## src/rtl/sw_btn_conditioner_pkg.sv

```systemverilog
// Shared constants and types for the ALU demo input front-end.
// Describes how the 16 board switches split into operand A, operand B and
// the op-select field, and how the 17 debounce cells are indexed.
package alu_io_pkg;

  // Switch field layout on the board
  localparam int N_SW    = 16;
  localparam int A_LSB   = 0;
  localparam int B_LSB   = 8;
  localparam int SEL_LSB = 13;
  localparam int A_W     = 8;
  localparam int B_W     = 5;
  localparam int SEL_W   = 3;

  // One debounce cell per switch plus one for the centre button,
  // which sits just above the switches in the cell vector.
  localparam int N_CELLS = N_SW + 1;
  localparam int BTN_IDX = N_SW;

  // Operand bundle handed to the ALU top
  typedef struct packed {
    logic [2:0] sel;
    logic [4:0] b;
    logic [7:0] a;
  } operand_t;

  // Slice the debounced switch word into its operand fields
  function automatic operand_t split_switches(input logic [N_SW-1:0] sw);
    operand_t op;
    op.a   = sw[A_LSB   +: A_W];
    op.b   = sw[B_LSB   +: B_W];
    op.sel = sw[SEL_LSB +: SEL_W];
    return op;
  endfunction

endpackage

```

## src/rtl/sw_btn_conditioner_if.sv

```systemverilog
// Bundle between the raw board inputs and the conditioned ALU-side outputs.
// master: board/stimulus side (drives raw inputs, observes results).
// slave : the conditioner itself (consumes raw inputs, drives results).
interface sw_btn_conditioner_if;
  import alu_io_pkg::*;

  logic [N_SW-1:0]  sw_raw;
  logic             btn_raw;
  logic [A_W-1:0]   sw_a;
  logic [B_W-1:0]   sw_b;
  logic [SEL_W-1:0] sel;
  logic             btn_level;
  logic             btn_rise;
  logic             btn_fall;
  logic             stable;

  modport master (
    output sw_raw, btn_raw,
    input  sw_a, sw_b, sel, btn_level, btn_rise, btn_fall, stable
  );

  modport slave (
    input  sw_raw, btn_raw,
    output sw_a, sw_b, sel, btn_level, btn_rise, btn_fall, stable
  );

endinterface

```

## src/rtl/sw_btn_conditioner_debounce_cell.sv

```systemverilog
// Single-bit synchroniser + debouncer.
// The raw input passes through SYNC_STAGES flops; the synchronised level s
// must differ from the committed level q for DB_CYCLES consecutive clocks
// before q follows it. Any return to s==q restarts the count, so shorter
// pulses are rejected. o_pending flags a transition still being counted.
module debounce_cell #(
  parameter int SYNC_STAGES = 2,
  parameter int DB_CYCLES   = 250000
) (
  input  logic clk,
  input  logic rst_n,
  input  logic i_raw,
  output logic o_q,
  output logic o_pending
);

  localparam int CNT_W = $clog2(DB_CYCLES + 1);
  localparam logic [CNT_W-1:0] CNT_LAST = CNT_W'(DB_CYCLES - 1);
  localparam logic [CNT_W-1:0] CNT_ONE  = CNT_W'(1);

  logic [SYNC_STAGES-1:0] r_sync;
  logic                   w_s;
  logic                   r_q;
  logic [CNT_W-1:0]       r_cnt;
  logic                   w_q_next;
  logic [CNT_W-1:0]       w_cnt_next;

  // Shift the asynchronous input through the synchroniser chain
  always_ff @(posedge clk or negedge rst_n) begin
    if (!rst_n) begin
      r_sync <= '0;
    end else begin
      r_sync <= {r_sync[SYNC_STAGES-2:0], i_raw};
    end
  end

  assign w_s = r_sync[SYNC_STAGES-1];

  // Debounce decision: hold, count towards commit, or commit
  always_comb begin
    w_q_next   = r_q;
    w_cnt_next = '0;
    if (w_s != r_q) begin
      if (r_cnt == CNT_LAST) begin
        // Level persisted long enough: accept it; counter never wraps
        w_q_next   = w_s;
        w_cnt_next = '0;
      end else begin
        w_cnt_next = r_cnt + CNT_ONE;
      end
    end
  end

  // Committed level and persistence counter
  always_ff @(posedge clk or negedge rst_n) begin
    if (!rst_n) begin
      r_q   <= 1'b0;
      r_cnt <= '0;
    end else begin
      r_q   <= w_q_next;
      r_cnt <= w_cnt_next;
    end
  end

  assign o_q       = r_q;
  assign o_pending = (r_cnt != '0);

endmodule

```

## src/rtl/sw_btn_conditioner.sv

```systemverilog
// Input front-end of the ALU/prefix-adder demo.
// Debounces 16 switches and the centre button (17 independent cells),
// splits the switches into operand A / operand B / op-select, and produces
// the clean button level (adder Cin) with one-cycle press/release pulses.
// Build option OPERAND_HOLD_EN: when defined, sw_a/sw_b/sel are captured
// from the debounced switches on each button press and held between
// presses; when undefined they follow the debounced switches directly.
module sw_btn_conditioner
  import alu_io_pkg::*;
#(
  parameter int SYNC_STAGES = 2,
  parameter int DB_CYCLES   = 250000
) (
  input  logic                 clk,
  input  logic                 rst_n,
  sw_btn_conditioner_if.slave  bus
);

  logic [N_CELLS-1:0] w_raw;
  logic [N_CELLS-1:0] w_q;
  logic [N_CELLS-1:0] w_pending;
  logic               w_btn_q;
  logic               r_btn_d;
  logic               w_btn_rise;
  logic               w_btn_fall;
  operand_t           w_operand_live;
  operand_t           w_operand;

  // Button occupies the top cell, switches the lower N_SW cells
  assign w_raw = {bus.btn_raw, bus.sw_raw};

  genvar gi;
  generate
    for (gi = 0; gi < N_CELLS; gi++) begin : g_cell
      debounce_cell #(
        .SYNC_STAGES (SYNC_STAGES),
        .DB_CYCLES   (DB_CYCLES)
      ) u_cell (
        .clk       (clk),
        .rst_n     (rst_n),
        .i_raw     (w_raw[gi]),
        .o_q       (w_q[gi]),
        .o_pending (w_pending[gi])
      );
    end
  endgenerate

  assign w_btn_q = w_q[BTN_IDX];

  // One-cycle delayed button level for edge detection
  always_ff @(posedge clk or negedge rst_n) begin
    if (!rst_n) begin
      r_btn_d <= 1'b0;
    end else begin
      r_btn_d <= w_btn_q;
    end
  end

  // Pulses coincide with the first cycle of the new debounced level
  assign w_btn_rise = w_btn_q & ~r_btn_d;
  assign w_btn_fall = ~w_btn_q & r_btn_d;

  assign w_operand_live = split_switches(w_q[N_SW-1:0]);

`ifdef OPERAND_HOLD_EN
  operand_t r_operand;

  // Capture operands on a button press; ignore switch moves in between
  always_ff @(posedge clk or negedge rst_n) begin
    if (!rst_n) begin
      r_operand <= '0;
    end else if (w_btn_rise) begin
      r_operand <= w_operand_live;
    end
  end

  assign w_operand = r_operand;
`else
  assign w_operand = w_operand_live;
`endif

  assign bus.sw_a      = w_operand.a;
  assign bus.sw_b      = w_operand.b;
  assign bus.sel       = w_operand.sel;
  assign bus.btn_level = w_btn_q;
  assign bus.btn_rise  = w_btn_rise;
  assign bus.btn_fall  = w_btn_fall;
  // Settled only when no cell is counting towards a commit
  assign bus.stable    = ~|w_pending;

endmodule

```

## src/flat_wrapper.sv

```systemverilog
// flat-port wrapper written by rule: the top's interface ports become plain ports
module sw_btn_conditioner_flat import alu_io_pkg::*;
#(
  parameter int SYNC_STAGES = 2,
  parameter int DB_CYCLES   = 250000
)
  (clk, rst_n, bus_sw_raw, bus_btn_raw, bus_sw_a, bus_sw_b, bus_sel, bus_btn_level, bus_btn_rise, bus_btn_fall, bus_stable);
  sw_btn_conditioner_if bus_i ();
  input  logic clk;
  input  logic rst_n;
  input wire logic [$bits(bus_i.sw_raw)-1:0] bus_sw_raw;
  input wire logic [$bits(bus_i.btn_raw)-1:0] bus_btn_raw;
  output wire logic [$bits(bus_i.sw_a)-1:0] bus_sw_a;
  output wire logic [$bits(bus_i.sw_b)-1:0] bus_sw_b;
  output wire logic [$bits(bus_i.sel)-1:0] bus_sel;
  output wire logic [$bits(bus_i.btn_level)-1:0] bus_btn_level;
  output wire logic [$bits(bus_i.btn_rise)-1:0] bus_btn_rise;
  output wire logic [$bits(bus_i.btn_fall)-1:0] bus_btn_fall;
  output wire logic [$bits(bus_i.stable)-1:0] bus_stable;
  assign bus_i.sw_raw = bus_sw_raw;
  assign bus_i.btn_raw = bus_btn_raw;
  assign bus_sw_a = bus_i.sw_a;
  assign bus_sw_b = bus_i.sw_b;
  assign bus_sel = bus_i.sel;
  assign bus_btn_level = bus_i.btn_level;
  assign bus_btn_rise = bus_i.btn_rise;
  assign bus_btn_fall = bus_i.btn_fall;
  assign bus_stable = bus_i.stable;
  sw_btn_conditioner #(.SYNC_STAGES(SYNC_STAGES), .DB_CYCLES(DB_CYCLES)) u_core (.clk(clk), .rst_n(rst_n), .bus(bus_i));
endmodule
```

## config.mk

```make
export PLATFORM = sky130hd
export DESIGN_NAME = sw_btn_conditioner_flat
export DESIGN_NICKNAME = d
export VERILOG_FILES = /design/src/rtl/sw_btn_conditioner_pkg.sv /design/src/rtl/sw_btn_conditioner_if.sv /design/src/rtl/sw_btn_conditioner_debounce_cell.sv /design/src/rtl/sw_btn_conditioner.sv /design/src/flat_wrapper.sv
export SDC_FILE = /design/constraint.sdc
export NUM_CORES = 1
export LEC_CHECK = 0
export ABC_AREA = 1
export CAP_MARGIN = 30
export CELL_PAD_IN_SITES_DETAIL_PLACEMENT = 1
export CELL_PAD_IN_SITES_GLOBAL_PLACEMENT = 1
export CORE_MARGIN = 5
export CORE_UTILIZATION = 35
export CTS_CLUSTER_SIZE = 12
export DETAILED_ROUTE_END_ITERATION = 8
export PLACE_DENSITY_LB_ADDON = 0.1
export SLEW_MARGIN = 20
export SYNTH_ARGS = -nofsm -noshare
export SYNTH_HDL_FRONTEND = slang
export SYNTH_SLANG_ARGS = --single-unit
export TNS_END_PERCENT = 1
```

## constraint.sdc

```tcl
create_clock -name clk -period 2.2 [get_ports clk]
set_clock_uncertainty 0.2 [all_clocks]
set_input_delay 0.66 -clock clk [delete_from_list [all_inputs] [get_ports clk]]
set_output_delay 0.66 -clock clk [all_outputs]
set_load 0.005 [all_outputs]
```

==> results list, run 1 <==
* Die area: 57,700 um^2
- Ratio of cells with drive above 1 in the final layout: 0.214
* Number of cells on the worst reg-to-reg path: 11
- Final setup fails: 1
* Via count of the first global-routing pass: 17.8k
- After layout, the worst setup slack is -0.875 ns.
* Synthesized area per cell: 8.11 um^2
* Switch Pwr: 3.50 mW
- The worst pin sits at a relative slew slack of 0.662.
* Main area contributors after synthesis: dfrtp_1 48%, nor2_1 11%, nand2_1 7.6%
- Period Utilization, post-route: 1.40
* Syn-to-layout area delta: 30.1%
- Total power for the finished layout comes to 14.8 mW.
- Across every metal layer, demand over resource in global routing totals 0.177.
- Insertion delay to the later sink of the worst-skew pair: 0.58 ns
* Maximum achievable frequency: 0.325 GHz
* Count of pins over their slew limit: 0
* Terminus of the critical flop-to-flop path: u_core.g_cell[12].u_cell.r_cnt[14]$_DFF_PN0_
* Vert. Die Dim: 240 um
- At the worst endpoint, the required time is 1.34 ns.
- The flow ran to the end, but the final reports show violations.
* Slowest cell on crit path: dfrtp_1
- The first global-routing pass estimated 85.3 mm of wire.
- Post-route DRC violation count: 0
- Post-DP HPWL: 37.7 mm
- Number of CTS-inserted buffers: 45
* Cell Chain, Critical Path: inv_1, ha_1, nand2_1, nor2_1, nand3_1, nor2_1, nand2_1, nor2_4, nand2_1, nor2_1, buf_4, buf_6
- The final-report hold violation count came to 0.
- Critical register-to-register path startpoint: u_core.g_cell[12].u_cell.r_cnt[0]$_DFF_PN0_
* Number of ports placed on the die boundary: 39
* Count of antenna-violating nets left after detailed routing: 0
* Switching part of the total: 0.236
* Maximum ir drop on the vdd rail: 0.000486 V
- Of the total synthesized cell area, the portion taken by full adders, half adders and majority gates is 0.0229.
- Syn nets: 2,340
* Largest net degree at the start of global routing: 61
* Hold crit path type: flip-flop to flip-flop
- Unrepaired setup endpoints after global routing: yes
- Number of H-tree branching levels: 2
- Worst-case register-to-register setup slack: 0.17 ns
* Endpoint of the most critical setup path: bus_stable
* Cells after Synth: 2,287
- Start point of the critical path: u_core.g_cell[8].u_cell.r_cnt[0]$_DFF_PN0_
- Input and output buffers added on the ports amount to 38.
- Area share of xor/xnor cells in the synthesized design: 0.0642
- Buffer type at the clock tree root: clkbuf_16
- The share of total power dissipated in sequential elements is 0.457.
- For this run, the post-layout net count is 2,788.
- Highest net fanout along the worst path: 2
* Transition time of the tightest slew-check pin: 0.503 ns
* Instance area after placement: 22,600 um^2
* Violations in the final reports: setup timing
- The finished cells cover 24,100 um^2.
- Initial DRC Count: 559
- TritonCTS Sinks: 358
* Static leakage: 11.5 nW
- Kind of cell adding the most delay to the critical path: simple AND/OR/NAND/NOR gates
- Simple-Gate Fraction of Synth Area: 0.334
- Crit path buffers/inverters: 3
- TritonCTS built the clock tree.
- After detailed routing, the number of vias per cell comes to 4.66.
- The die is 240 um wide.
* Largest area contributor in the synthesized netlist: dfrtp_1
- Critical path depth in cells: 12
* Placer Congestion: 0.821
- Tmin final: 3.07 ns
* Internal cell power: 11.3 mW
* Deepest clock path buffer count: 3
* Row cnt: 84
- Of the total power, the clock network draws 0.489.
* Total iterations of the first detailed-routing run: 6
- CP endpoint kind: output port
- Peak per-stage delay on the critical path: 0.37 ns
* Crit path launch type: flip-flop
* Netlist cell types: 34
- Synthesized flop and latch total: 358
- Of the post-synthesis cell area, the dominant cell type holds 0.483.
- In the final routed layout, each cell accounts on average for 14.4 um.
- The initial utilization of the core area, before any placement, comes to 0.353.
* Total Wirelength: 49.8 mm
* Remaining Overflow, GRT: 0
* Initial antenna violation count: 0
* Synth Area in Compound Gates: 0.0292
- Largest family of logic cells by synthesized area: simple AND/OR/NAND/NOR gates
- Cell area power density: 613 nW/um^2
* Portion of total power attributed to combinational logic: 0.054
- Core region area: 52,600 um^2
- CP Data Arrival Time: 2.21 ns
- Netlist area before placement: 18,600 um^2
* Max-capacitance violation count: 0
- Total inserted antenna cells: 0
- Post-synthesis mux area share: 0
- Clock transition at path regs: 0.06 ns
* Warnings from Yosys: 0
- Sequential-to-total area share from yosys stat: 0.483
- The critical path in this run is classified as flip-flop to output port.
- Via Count: 16.1k
==> area by class of cell <==
class / instances / area [um^2]
clock buffer: 65 / 1320
inverter: 284 / 1070
timing repair buffer: 424 / 3370
clock inverter: 18 / 123
sequential: 358 / 8960
fill: 6316 / 28400
multi-input combinational: 1622 / 8430
tap: 688 / 861
==> cell families after synthesis <==
family | count (synthesis)
simple gates | 1352
flops | 358
buf+inv | 307
xor+xnor | 136
compound gates | 100
fa+ha+maj | 34
==> stage by stage <==
stage / hold WS (ns) / TNS (ns) / std cells / utilization / setup WS (ns)
2_1_floorplan: 0.131 / 0 / 2287 / - / 0.140
3_3_place_gp: 0.133 / -0.914 / 3372 / 0.430 / -0.914
3_5_place_dp: 0.136 / -0.896 / 3372 / 0.430 / -0.896
4_1_cts: 0.149 / -1.05 / 3458 / 0.459 / -0.952
5_1_grt: 0.164 / -1.12 / 3459 / 0.459 / -1.12
6_report: 0.146 / -0.875 / 3459 / 0.459 / -0.875
==> worst min-delay path by stage <==
stage                                                  from                                      endpoint  slack, ns  depth (start not counted)
2_1_floorplan   u_core.g_cell[0].u_cell.r_sync[0]$_DFF_PN0_   u_core.g_cell[0].u_cell.r_sync[1]$_DFF_PN0_       0.13                          0
3_3_place_gp    u_core.g_cell[7].u_cell.r_sync[0]$_DFF_PN0_   u_core.g_cell[7].u_cell.r_sync[1]$_DFF_PN0_       0.13                          0
3_5_place_dp   u_core.g_cell[13].u_cell.r_sync[0]$_DFF_PN0_  u_core.g_cell[13].u_cell.r_sync[1]$_DFF_PN0_       0.14                          0
4_1_cts        u_core.g_cell[13].u_cell.r_sync[0]$_DFF_PN0_  u_core.g_cell[13].u_cell.r_sync[1]$_DFF_PN0_       0.15                          0
5_1_grt         u_core.g_cell[0].u_cell.r_sync[0]$_DFF_PN0_   u_core.g_cell[0].u_cell.r_sync[1]$_DFF_PN0_       0.16                          0
6_report       u_core.g_cell[16].u_cell.r_sync[0]$_DFF_PN0_  u_core.g_cell[16].u_cell.r_sync[1]$_DFF_PN0_       0.15                          0
==> metal layers <==
metal / share of wire / GRT usage / routed length (um) / up-vias
met3: 0.019 / 0.0223 / 961 / 68
met4: 0.023 / 0.0483 / 1130 / 0
met1: 0.46 / 0.223 / 22800 / 7848
met5: 0 / 0 / 0 / -
met2: 0.50 / 0.320 / 24900 / 95
li1: - / - / - / 8115
==> power by group through the flow <==
| stage | Combinational (mW) | Clock, mW | Sequential [mW] |
|---|---|---|---|
| floorplan | 0.296 | 0 | 6.88 |
| CTS | 0.829 | 7.53 | 6.75 |
| detailed placement | 0.811 | 0 | 6.87 |
| finish | 0.800 | 7.24 | 6.75 |
| global route | 0.922 | 7.81 | 6.76 |
| global placement | 0.790 | 0 | 6.86 |
==> layout by cell type, fill, tap and decap left out, types with 49 or more instances in the layout <==
cell type,synthesis,final
buf_4,21,376
dfrtp_1,358,357
inv_1,279,277
nand2_1,378,375
nand3_1,100,100
nor2_1,521,516
nor3_1,127,125
nor3b_1,50,49
xor2_1,125,125
==> state kept, by name, summed over array words and instances (netlist names) <==
name and cells:
u_core.g_cell.u_cell.r_cnt 306, u_core.g_cell.u_cell.o_q 17, u_core.g_cell.u_cell.r_sync 34, u_core.r_btn_d 1
==> Yosys cell counts <==
cell and instances:
a211oi_1 4, a21oi_1 47, a31oi_1 17, and3_1 1
buf_2 2, buf_4 21, dfrtp_1 358, ha_1 34
inv_1 279, inv_2 5, nand2_1 378, nand2_2 31
nand3_1 100, nand3_2 3, nand3b_1 14, nand4_1 46
nor2_1 521, nor2_2 36, nor2_4 8, nor3_1 127
nor3_2 10, nor3_4 4, nor3b_1 50, nor3b_2 9
nor3b_4 1, nor4_1 4, o21ai_0 25, o21ai_1 4
o21bai_1 1, o32ai_1 2, or2_1 2, or2_2 7
xnor2_1 11, xor2_1 125
==> timing repair <==
action	in CTS	in global routing
hold endpoints to repair	22	0
buffers inserted	2	1
setup endpoints to repair	20	13
resized for setup	41	12
hold buffers	1	0
pin swaps	10	8
Power figures use the tool's default switching activity.
==> run 2, diff against run 1 <==
==> constraint.sdc (replaced) <==
create_clock -name clk -period 2.9 [get_ports clk]
set_clock_uncertainty 0.2 [all_clocks]
set_input_delay 0.87 -clock clk [delete_from_list [all_inputs] [get_ports clk]]
set_output_delay 0.87 -clock clk [all_outputs]
set_load 0.005 [all_outputs]
==> run 2 against run 1 <==
The flow still finishes with violations (setup timing). Die area stayed put. Non-clock buffer count is 13 lower. Sequential share of layout area is 0.14 points higher. Critical path depth is 1 higher. Combinational power is 26% lower. Routed wire length is 0.74% lower. Via count is 0.19% higher. First-iteration DRC count is 0.36% lower. Global-route usage is 0.089 points lower. Setup slack better by 0.53 ns. Sequential power is 24% lower. Clock power is 25% lower. Largest power group unchanged.
==> results list, run 2 (synthesis gave the netlist of run 1 again) <==
- Outcome: complete, but fails checks
* Violations in the final reports: setup timing
* Share of total power in the clock network: 0.488
* Core region area: 52,600 um^2
- In the global route stage, met1 resource usage came out at 0.224.
* Clock tree from TritonCTS: done
* Largest net degree at the start of global routing: 61
- Summed over all layers, the routed wires come to 49.4 mm.
- In the global route stage, met2 resource usage came out at 0.313.
- The first global-routing pass estimated 85.1 mm of wire.
- The slowest stage of the critical path is the dfrtp_1 cell.
- Deepest clock path buffer count: 3
- Internal cell power: 8.60 mW
- Number of H-tree branching levels: 2
- Port buffering added 38 buffers.
- For this run, the total global-route usage over all layers was measured as 0.176.
* Clock transition at path regs: 0.05 ns
- After layout, the worst setup slack is -0.349 ns.
- Dividing the detail-routed via count by the number of cells gives 4.70.
- Cell area power density: 465 nW/um^2
- Final core utilization: 0.457
- Portion of total power attributed to combinational logic: 0.053
* Max-capacitance violation count: 0
- Count of antenna-violating nets left after detailed routing: 0
* Post-DP HPWL: 37.6 mm
* Gr busiest metal: met2
* Endpoint required time on the critical path: 1.83 ns
- Highest net fanout along the worst path: 2
- Maximum ir drop on the vdd rail: 0.000407 V
* Number of ports placed on the die boundary: 39
- On the worst path, the slowest cell contributes a delay of 0.38 ns.
- For this configuration, the core starts out at a cell density of 0.353.
- The clock net in this run drives a total of 358 sinks.
- CP endpoint kind: output port
* Remaining Overflow, GRT: 0
- The number of antenna violations at the first check in global routing is 0.
* Crit path buffers/inverters: 3
- In the final design database the tool counted 2,774 nets.
* Maximum achievable frequency: 0.308 GHz
- Headroom to the max-slew limit: 0.639
- Category of the critical setup timing path: flip-flop to output port
* Switch Pwr: 2.57 mW
- Unrepaired setup endpoints after global routing: yes
- After detailed placement, the design holds a cell count of 3,363.
* Crit path launch type: flip-flop
* Insertion delay to the later sink of the worst-skew pair: 0.57 ns
- The register with the most flip-flops in the layout has 306 of them.
* Hold crit path type: flip-flop to flip-flop
- Final setup fails: 1
- Leaving out filler cells and counting taps, the final layout contains 3,438.
- Dividing the detail-routed wire length by the instance count gives 14.4 um.
- Sequential Power Share: 0.459
- Placer Congestion: 0.815
- Vert. Die Dim: 240 um
* Commonest cells after routing, fill and taps aside: 512 x nor2_1, 374 x nand2_1, 363 x buf_4, 358 x dfrtp_1, 279 x inv_1
- CP Data Arrival Time: 2.18 ns
- Post-route DRC violation count: 0
* Die boundary width: 240 um
* Initial DRC Count: 557
- Via count of the first global-routing pass: 17.8k
- Die area: 57,700 um^2
- Cell Chain, Critical Path: inv_1, ha_1, inv_1, nor2_1, nand2_1, nor2_1, nand2_1, nor2_2, nand2_1, nor2_1, nand2_1, nor2_4, buf_6
- The first detailed-routing pass took 4 iterations.
- CTS placed an instance of clkbuf_16 at the clock tree root.
* Total inserted antenna cells: 0
- Row cnt: 84
- Period Utilization, post-route: 1.12
* Most frequent cell on the critical path: nand2_1
- Transition time of the tightest slew-check pin: 0.536 ns
* Number of CTS-inserted buffers: 44
* Biggest register: u_core.g_cell.u_cell.r_cnt
* Static leakage: 11.4 nW
- Kind of cell adding the most delay to the critical path: simple AND/OR/NAND/NOR gates
- The final count of pins violating max slew is 0.
- The worst path in the final design needs a cycle of 3.25 ns, including I/O delays and setup.
- The final-report hold violation count is 0.
- Relative to the synthesized area, the layout overhead comes to 29.6%.
* Met3 layer usage reported by global route: 0.0229
- Most common cell after layout, fill and taps aside: nor2_1
* Via Count: 16.2k
* Ratio of cells with drive above 1 in the final layout: 0.206
* Sum of negative setup slack: -0.349 ns
- Of the total power, the share spent switching nets is 0.230.
run 2: cell types whose count changed in the layout (fill, tap and decap cells not counted), moves of 4 or more:
cell | before | now
nor2_1 | 516 | 512
dlygate4sd2_1 | 15 | 0
clkinv_2 | 15 | 3
clkbuf_1 | 10 | 17
clkbuf_8 | 8 | 4
buf_4 | 376 | 363
nand2_2 | 31 | 35
clkdlybuf4s50_1 | 17 | 36
run 2: stage by stage:
step	worst slack (ns)	total power, mW	hold slack (ns)	area [um^2]
4_1_cts	-0.483	11.4	0.154	24000
5_1_grt	-0.498	11.7	0.156	24000
3_5_place_dp	-0.488	5.82	0.136	22500
3_3_place_gp	-0.476	5.80	0.134	22500
2_1_floorplan	0.630	5.44	0.131	18600
6_report	-0.349	11.2	0.149	24000
run 2: layout make-up:
class	count	area, um^2
clock buffer	66	1240
clock inverter	9	153
fill	6436	28500
inverter	284	1070
multi-input combinational	1622	8450
sequential	358	8960
tap	688	861
timing repair buffer	411	3300
run 2: layer usage:
metal / wire [um] / vias up
li1: - / 8097
met1: 22300 / 7851
met2: 24800 / 125
met3: 1130 / 84
met4: 1250 / 0
met5: 0 / -
run 2: path summary, 6_finish.rpt:
| check | slack (ns) | end | startpoint | depth (start not counted) |
|---|---|---|---|---|
| setup / recovery | -0.35 | bus_stable | u_core.g_cell[11].u_cell.r_cnt[0]$_DFF_PN0_ | 13 |
| hold / removal | 0.15 | u_core.g_cell[13].u_cell.r_sync[1]$_DFF_PN0_ | u_core.g_cell[13].u_cell.r_sync[0]$_DFF_PN0_ | 0 |
| setup reg to reg | 0.66 | u_core.g_cell[16].u_cell.r_cnt[15]$_DFF_PN0_ | u_core.g_cell[16].u_cell.r_cnt[0]$_DFF_PN0_ | 9 |
| hold reg to reg | 0.15 | u_core.g_cell[13].u_cell.r_sync[1]$_DFF_PN0_ | u_core.g_cell[13].u_cell.r_sync[0]$_DFF_PN0_ | 0 |
| max in group asynchronous | 1.18 | u_core.g_cell[12].u_cell.r_cnt[9]$_DFF_PN0_ | rst_n | 3 |
| min in group asynchronous | 0.63 | u_core.g_cell[3].u_cell.r_cnt[13]$_DFF_PN0_ | rst_n | 2 |
run 2: what timing repair did:
item                                    in CTS  in global routing
pin swaps                                    9                 16
hold endpoints to repair                     4                  0
hold buffers                                 1                  0
buffers inserted                             0                  1
gates resized for setup                     17                 14
endpoints found under the setup margin       1                  1
run 2: power by group through the flow:
stage	registers, mW	logic, mW	clock network (mW)
after floorplan	5.22	0.225	0
after global placement	5.20	0.590	0
after detailed placement	5.21	0.608	0
after CTS	5.12	0.617	5.69
after global routing	5.13	0.685	5.88
final	5.12	0.592	5.45
